**config.mk**
```make
export PLATFORM = sky130hd
export DESIGN_NAME = mem_arb_flat
export DESIGN_NICKNAME = d
export VERILOG_FILES = /design/src/rtl/mem_arb_if.sv /design/src/rtl/mem_arb.sv /design/src/flat_wrapper.sv
export SDC_FILE = /design/constraint.sdc
export NUM_CORES = 1
export LEC_CHECK = 0
export ABC_AREA = 1
export BUFFER_PORTS_ARGS = -buffer_cell sky130_fd_sc_hd__buf_4
export CAP_MARGIN = 20
export CORE_AREA = 2 2 121 123
export CTS_BUF_LIST = sky130_fd_sc_hd__clkbuf_4
export DETAILED_ROUTE_END_ITERATION = 8
export DIE_AREA = 0 0 123 125
export GPL_TIMING_DRIVEN = 1
export HOLD_SLACK_MARGIN = 0.02
export PLACE_DENSITY = 0.44
export SLEW_MARGIN = 20
export SYNTH_ARGS = -nofsm -noshare
export SYNTH_HDL_FRONTEND = slang
export SYNTH_SLANG_ARGS = --single-unit
export TNS_END_PERCENT = 10
```
**constraint.sdc**
```tcl
create_clock -name clk -period 2.33 [get_ports clk]
set_input_delay 0.466 -clock clk [delete_from_list [all_inputs] [get_ports clk]]
set_output_delay 0.466 -clock clk [all_outputs]
set_load 0.02 [all_outputs]
```
**src/rtl/mem_arb_if.sv**
```systemverilog
// Bundle of the two master ports, the memory port and arbiter debug state.
// "slave" is the arbiter side; "master" is whatever drives the requests and models memory.
interface mem_arb_if #(
  parameter int MAXBURST = 4
);
  localparam int CW = $clog2(MAXBURST) + 1;

  logic        m0_req;
  logic        m0_we;
  logic        m0_lock;
  logic [31:0] m0_adr;
  logic [31:0] m0_wdata;
  logic        m0_gnt;
  logic        m0_rvalid;
  logic [31:0] m0_rdata;

  logic        m1_req;
  logic        m1_we;
  logic        m1_lock;
  logic [31:0] m1_adr;
  logic [31:0] m1_wdata;
  logic        m1_gnt;
  logic        m1_rvalid;
  logic [31:0] m1_rdata;

  logic        mem_en;
  logic        mem_we;
  logic [31:0] mem_adr;
  logic [31:0] mem_wdata;
  logic [31:0] mem_rdata;

  logic [1:0]    dbg_owner;
  logic          dbg_ptr;
  logic [CW-1:0] dbg_cnt;

  // Handshake: a master holds req (with we/lock/adr/wdata stable) until gnt=1 in the
  // same cycle; gnt is the acceptance. A granted read returns rvalid+rdata exactly one
  // cycle later; there is no backpressure on the response.
  modport slave (
    input  m0_req, m0_we, m0_lock, m0_adr, m0_wdata,
    input  m1_req, m1_we, m1_lock, m1_adr, m1_wdata,
    input  mem_rdata,
    output m0_gnt, m0_rvalid, m0_rdata,
    output m1_gnt, m1_rvalid, m1_rdata,
    output mem_en, mem_we, mem_adr, mem_wdata,
    output dbg_owner, dbg_ptr, dbg_cnt
  );

  modport master (
    output m0_req, m0_we, m0_lock, m0_adr, m0_wdata,
    output m1_req, m1_we, m1_lock, m1_adr, m1_wdata,
    output mem_rdata,
    input  m0_gnt, m0_rvalid, m0_rdata,
    input  m1_gnt, m1_rvalid, m1_rdata,
    input  mem_en, mem_we, mem_adr, mem_wdata,
    input  dbg_owner, dbg_ptr, dbg_cnt
  );
endinterface

```
**src/rtl/mem_arb.sv**
```systemverilog
// Two-master single-port memory arbiter: round-robin when idle, lock-based ownership
// with a bounded burst, and one-cycle read response routing.
module mem_arb #(
  parameter int MAXBURST = 4
) (
  input  logic      clk,
  input  logic      rst,
  mem_arb_if.slave  bus
);
  localparam int CW = $clog2(MAXBURST) + 1;
  localparam logic [CW-1:0] CNT_LAST = CW'(MAXBURST - 1);
  localparam logic [CW-1:0] CNT_MAX  = CW'(MAXBURST);

  typedef enum logic [1:0] {
    OWN_NONE = 2'd0,
    OWN_M0   = 2'd1,
    OWN_M1   = 2'd2
  } owner_t;

  owner_t        owner, owner_nxt;
  logic          ptr, ptr_nxt;
  logic [CW-1:0] cnt, cnt_nxt;
  logic          tag_v, tag_v_nxt;
  logic          tag_id, tag_id_nxt;

  logic gnt0, gnt1, grant, gid, glock, gwe, burst_full;

  always_ff @(posedge clk) begin
    if (rst) begin
      owner  <= OWN_NONE;
      ptr    <= 1'b0;
      cnt    <= '0;
      tag_v  <= 1'b0;
      tag_id <= 1'b0;
    end else begin
      owner  <= owner_nxt;
      ptr    <= ptr_nxt;
      cnt    <= cnt_nxt;
      tag_v  <= tag_v_nxt;
      tag_id <= tag_id_nxt;
    end
  end

  always_comb begin
    gnt0       = 1'b0;
    gnt1       = 1'b0;
    burst_full = (cnt >= CNT_LAST);
    // An owner without a request falls through to plain round-robin arbitration.
    if (!rst) begin
      if (owner == OWN_M0 && bus.m0_req) begin
        if (burst_full && bus.m1_req) gnt1 = 1'b1;
        else                          gnt0 = 1'b1;
      end else if (owner == OWN_M1 && bus.m1_req) begin
        if (burst_full && bus.m0_req) gnt0 = 1'b1;
        else                          gnt1 = 1'b1;
      end else if (bus.m0_req && bus.m1_req) begin
        gnt0 = ~ptr;
        gnt1 = ptr;
      end else begin
        gnt0 = bus.m0_req;
        gnt1 = bus.m1_req;
      end
    end

    grant = gnt0 | gnt1;
    gid   = gnt1;
    glock = gnt1 ? bus.m1_lock : bus.m0_lock;
    gwe   = gnt1 ? bus.m1_we   : bus.m0_we;

    owner_nxt  = OWN_NONE;
    ptr_nxt    = ptr;
    cnt_nxt    = '0;
    tag_v_nxt  = 1'b0;
    tag_id_nxt = tag_id;
    if (grant) begin
      ptr_nxt    = ~gid;
      tag_v_nxt  = ~gwe;
      tag_id_nxt = gid;
      if (glock) begin
        owner_nxt = gid ? OWN_M1 : OWN_M0;
        // Only a continued locked grant to the current owner extends the burst.
        if (owner == owner_nxt) cnt_nxt = (cnt == CNT_MAX) ? cnt : cnt + CW'(1);
      end
    end
  end

  always_comb begin
    bus.m0_gnt    = gnt0;
    bus.m1_gnt    = gnt1;
    bus.mem_en    = grant;
    bus.mem_we    = 1'b0;
    bus.mem_adr   = '0;
    bus.mem_wdata = '0;
    if (gnt0) begin
      bus.mem_we    = bus.m0_we;
      bus.mem_adr   = bus.m0_adr;
      bus.mem_wdata = bus.m0_wdata;
    end else if (gnt1) begin
      bus.mem_we    = bus.m1_we;
      bus.mem_adr   = bus.m1_adr;
      bus.mem_wdata = bus.m1_wdata;
    end
    bus.m0_rvalid = !rst && tag_v && !tag_id;
    bus.m1_rvalid = !rst && tag_v &&  tag_id;
    bus.m0_rdata  = bus.m0_rvalid ? bus.mem_rdata : '0;
    bus.m1_rdata  = bus.m1_rvalid ? bus.mem_rdata : '0;
    bus.dbg_owner = owner;
    bus.dbg_ptr   = ptr;
    bus.dbg_cnt   = cnt;
  end
endmodule

```
**src/flat_wrapper.sv**
```systemverilog
// flat-port wrapper written by rule: the top's interface ports become plain ports
module mem_arb_flat 
#(
  parameter int MAXBURST = 4
)
  (clk, rst, bus_m0_req, bus_m0_we, bus_m0_lock, bus_m0_adr, bus_m0_wdata, bus_m1_req, bus_m1_we, bus_m1_lock, bus_m1_adr, bus_m1_wdata, bus_mem_rdata, bus_m0_gnt, bus_m0_rvalid, bus_m0_rdata, bus_m1_gnt, bus_m1_rvalid, bus_m1_rdata, bus_mem_en, bus_mem_we, bus_mem_adr, bus_mem_wdata, bus_dbg_owner, bus_dbg_ptr, bus_dbg_cnt);
  mem_arb_if #(.MAXBURST(MAXBURST)) bus_i ();
  input  logic clk;
  input  logic rst;
  input wire logic [$bits(bus_i.m0_req)-1:0] bus_m0_req;
  input wire logic [$bits(bus_i.m0_we)-1:0] bus_m0_we;
  input wire logic [$bits(bus_i.m0_lock)-1:0] bus_m0_lock;
  input wire logic [$bits(bus_i.m0_adr)-1:0] bus_m0_adr;
  input wire logic [$bits(bus_i.m0_wdata)-1:0] bus_m0_wdata;
  input wire logic [$bits(bus_i.m1_req)-1:0] bus_m1_req;
  input wire logic [$bits(bus_i.m1_we)-1:0] bus_m1_we;
  input wire logic [$bits(bus_i.m1_lock)-1:0] bus_m1_lock;
  input wire logic [$bits(bus_i.m1_adr)-1:0] bus_m1_adr;
  input wire logic [$bits(bus_i.m1_wdata)-1:0] bus_m1_wdata;
  input wire logic [$bits(bus_i.mem_rdata)-1:0] bus_mem_rdata;
  output wire logic [$bits(bus_i.m0_gnt)-1:0] bus_m0_gnt;
  output wire logic [$bits(bus_i.m0_rvalid)-1:0] bus_m0_rvalid;
  output wire logic [$bits(bus_i.m0_rdata)-1:0] bus_m0_rdata;
  output wire logic [$bits(bus_i.m1_gnt)-1:0] bus_m1_gnt;
  output wire logic [$bits(bus_i.m1_rvalid)-1:0] bus_m1_rvalid;
  output wire logic [$bits(bus_i.m1_rdata)-1:0] bus_m1_rdata;
  output wire logic [$bits(bus_i.mem_en)-1:0] bus_mem_en;
  output wire logic [$bits(bus_i.mem_we)-1:0] bus_mem_we;
  output wire logic [$bits(bus_i.mem_adr)-1:0] bus_mem_adr;
  output wire logic [$bits(bus_i.mem_wdata)-1:0] bus_mem_wdata;
  output wire logic [$bits(bus_i.dbg_owner)-1:0] bus_dbg_owner;
  output wire logic [$bits(bus_i.dbg_ptr)-1:0] bus_dbg_ptr;
  output wire logic [$bits(bus_i.dbg_cnt)-1:0] bus_dbg_cnt;
  assign bus_i.m0_req = bus_m0_req;
  assign bus_i.m0_we = bus_m0_we;
  assign bus_i.m0_lock = bus_m0_lock;
  assign bus_i.m0_adr = bus_m0_adr;
  assign bus_i.m0_wdata = bus_m0_wdata;
  assign bus_i.m1_req = bus_m1_req;
  assign bus_i.m1_we = bus_m1_we;
  assign bus_i.m1_lock = bus_m1_lock;
  assign bus_i.m1_adr = bus_m1_adr;
  assign bus_i.m1_wdata = bus_m1_wdata;
  assign bus_i.mem_rdata = bus_mem_rdata;
  assign bus_m0_gnt = bus_i.m0_gnt;
  assign bus_m0_rvalid = bus_i.m0_rvalid;
  assign bus_m0_rdata = bus_i.m0_rdata;
  assign bus_m1_gnt = bus_i.m1_gnt;
  assign bus_m1_rvalid = bus_i.m1_rvalid;
  assign bus_m1_rdata = bus_i.m1_rdata;
  assign bus_mem_en = bus_i.mem_en;
  assign bus_mem_we = bus_i.mem_we;
  assign bus_mem_adr = bus_i.mem_adr;
  assign bus_mem_wdata = bus_i.mem_wdata;
  assign bus_dbg_owner = bus_i.dbg_owner;
  assign bus_dbg_ptr = bus_i.dbg_ptr;
  assign bus_dbg_cnt = bus_i.dbg_cnt;
  mem_arb #(.MAXBURST(MAXBURST)) u_core (.clk(clk), .rst(rst), .bus(bus_i));
endmodule
```
==> results.txt <==
Register bit count reported by yosys: 8
Post-synth ARST share: 0%
Cell Pwr Density: 268 mW/mm^2
Routed vias: 3,509
Die extent in y: 125 um
Worst-path clk slew: 0.06 ns
Fill cells: 1,529
Tcrit/Tclk final: 103%
Layout cells sized above 1: 63.4%
Ant diodes: 0
Most common flop cell mapped by yosys: dfxtp_1
Nets@finish: 884
Setup Viol. Count Final: 65
Yosys warnings: 0
Die Span X: 123 um
Most common cell in the netlist: nand2_1
Failing checks: negative setup slack
Cells taking the most area after synthesis: nand2_1, nor2_1, nand2_2
Largest family of logic cells by synthesized area: simple AND/OR/NAND/NOR gates
Core area: 0.0142 mm^2
Share of the synthesized area in the top cell type: 37.6%
Max Slew Vio Count: 0
Layout Area Growth over Synthesis: 185%
Mapped Cells: 390
DR pass1 iterations: 4
GP Congestion: 0.890
Post-synth EDFFs: 0
Clock skew: 0.000796 ns
Crit path max fanout: 7
Status: finished, violations left
Die ar.: 0.0154 mm^2
Vias per inst: 3.92
Number of cell rows: 44
Hold WC Path Type: primary input to flop
Leakage power: 3.08 nW
Simple-Gate Fraction of Synth Area: 67.0%
Final WS setup: -0.0756 ns
TritonCTS Buffers: 3
IO Port Bufs: 307
R2R setup slack: 0.58 ns
Hold-fix buffers at CTS: 0
Number of global-route vias before repair: 3,427
List of most frequent post-synthesis cells: nand2_1, nor2_1, inv_1
Hold Crit Start: rst
Fmax: 416 MHz
Synth Area in XOR/XNOR: 0.474%
Total negative slack: -3.04 ns
Initial antenna violation count: 0
Post-synth cell types: 21
Initial core utilization: 13.0%
Syn Area/Cell: 4.74 um^2
Root buffer cell: clkbuf_4
First-pass GRT wire length: 16,600 um
CTS Sinks: 8
Multi-input gate area: 0.00161 mm^2
Mux share of post-synthesis cell area: 0%
Reg2Reg Capture Point: u_core.bus.dbg_cnt[0]$_SDFFE_PP0P_
Slew Limit Headroom: 78.3%
Hold EP: u_core.bus.dbg_ptr$_SDFFE_PP0N_
DRT iter0 DRCs: 103
Critical Path End Type: output pin
Reg2Reg Depth: 13
Clock period minus worst slack: 2.41 ns
IO Count: 308
Post-route ant nets: 0
TritonCTS clock tree: done
Critical path class: flop to output pin
Post-route DRC: 0
DRT Wirelength: 12,100 um
Type of origin of the critical path: flop
Power Total: 1.41 mW
Slew @ Worst Pin: 0.325 ns
Adder-cell share of the synthesized area: 2.03%
HPWL after DPL: 8940 um
Worst path arrival time: 1.94 ns
CTS Buffer Depth: 2
Sequential area share after synthesis: 8.67%
Unrepaired setup endpoints after global routing: true
Max VDD drop: 0.195 mV
Avg WL per Cell: 13.5 um
Area leader, netlist: nand2_1
Worst-Skew Late Latency: 0.25 ns
Synth Area in Compound Gates: 2.10%
Synth Net Count: 561
Max Cap Viol: 0
Maximum number of pins on one net before global-route repair: 33
Total GRT Usage: 13.4%
Cell Area, Synth: 0.00185 mm^2
H-Tree Depth: 1
Hold Vio Cnt, Final: 0
Reg area: 163 um^2
Hold Path Stages: 2
Critical R2R Launch: u_core.bus.dbg_cnt[0]$_SDFFE_PP0P_
Worst Path Required: 1.86 ns
Gr ovfl total: 0
[layout make-up]
type                    count  share of cell area, %
flip-flops and latches      8                   3.09
multi-input cells         312                   30.6
clock buffers               3                  0.428
inverters                  50                   4.12
well taps                 184                   4.38
repair inverters            1                  0.214
repair buffers            337                   57.1
[flip-flops by register name, summed over array words and instances (netlist names)]
| register | count |
|---|---|
| u_core.bus.dbg_ptr | 1 |
| u_core.tag_v | 1 |
| u_core.bus.dbg_owner | 2 |
| u_core.bus.dbg_cnt | 3 |
| u_core.tag_id | 1 |
[stage by stage]
step | utilization (%) | cell area, um^2 | hold WS (ns) | setup slack, ns | cells
floorplan | - | 1850 | 0.478 | 0.0199 | 390
global placement | 30.7 | 4360 | 0.506 | -0.0249 | 877
detailed placement | 30.7 | 4360 | 0.511 | -0.0347 | 877
CTS | 34.7 | 4930 | 0.408 | -0.112 | 887
global route | 37.0 | 5260 | 0.435 | -0.173 | 895
finish | 37.0 | 5260 | 0.434 | -0.0756 | 895
[worst max-delay path, cell delays in order, from the launching register on]
cell and delay (ns):
dfxtp_2 0.33, ha_4 0.16, ha_4 0.15, nor2_4 0.07
nand2_2 0.07, nand2_2 0.08, nand2_2 0.06, nand2_2 0.08
nand2_4 0.07, nand2_8 0.12, inv_16 0.07, clkbuf_16 0.17
nand2_1 0.06, nand2_1 0.06, buf_6 0.13
[cells by family after synthesis]
kind of cell,count (synthesis)
AO/OA/AOI/OAI,7
flip-flops,8
buffers and inverters,70
XOR/XNOR,1
adder cells (fa/ha/maj),3
AND/OR/NAND/NOR,301
[worst max-delay path by stage]
stage | from | cells after the start | end | slack, ns
after floorplan | u_core.bus.dbg_cnt[1]$_SDFFE_PP0P_ | 11 | bus_mem_we | 0.02
after global placement | u_core.bus.dbg_cnt[0]$_SDFFE_PP0P_ | 13 | bus_mem_wdata[1] | -0.02
after detailed placement | u_core.bus.dbg_cnt[0]$_SDFFE_PP0P_ | 13 | bus_mem_wdata[1] | -0.03
after CTS | u_core.bus.dbg_cnt[0]$_SDFFE_PP0P_ | 14 | bus_mem_wdata[29] | -0.11
after global routing | u_core.bus.dbg_cnt[1]$_SDFFE_PP0P_ | 13 | bus_mem_we | -0.17
final | u_core.bus.dbg_cnt[0]$_SDFFE_PP0P_ | 14 | bus_mem_wdata[13] | -0.08
[report_power, final]
group	leakage [nW]	switching, mW	total [mW]	internal [mW]
logic	3.00	0.558	1.15	0.591
registers	0.0665	0.00510	0.150	0.145
clock network	0.0138	0.0491	0.108	0.0591
[cells in the final DEF, fill, tap and decap left out, types with 2 or more instances in the layout]
master / netlist / layout
buf_4: 0 / 256
nand2_1: 185 / 119
nand2_2: 32 / 83
nor2_1: 74 / 73
buf_6: 4 / 69
inv_1: 47 / 47
nand2_4: 1 / 15
buf_16: 0 / 6
dfxtp_1: 8 / 6
clkbuf_16: 0 / 4
o21ai_0: 3 / 3
nor3_1: 3 / 3
a21oi_1: 3 / 3
nand3_1: 3 / 3
clkbuf_4: 0 / 3
nor2_4: 1 / 2
ha_4: 0 / 2
buf_12: 4 / 2
dfxtp_2: 0 / 2
[per-layer routing]
layer,vias to the layer above,share of wire [%],GRT usage [%]
li1,1767,-,-
met1,1557,36,13.6
met2,171,54,27.7
met3,14,8.6,2.55
met4,0,1.3,2.34
met5,-,0,0
[timing repair]
item | 4_1_cts | 5_1_grt
buffers inserted | 2 | 2
pin swaps | 7 | 7
cloned | 5 | 6
endpoints found under the setup margin | 67 | 68
resized for setup | 117 | 58
No activity file was read; power rests on OpenSTA's default activity.
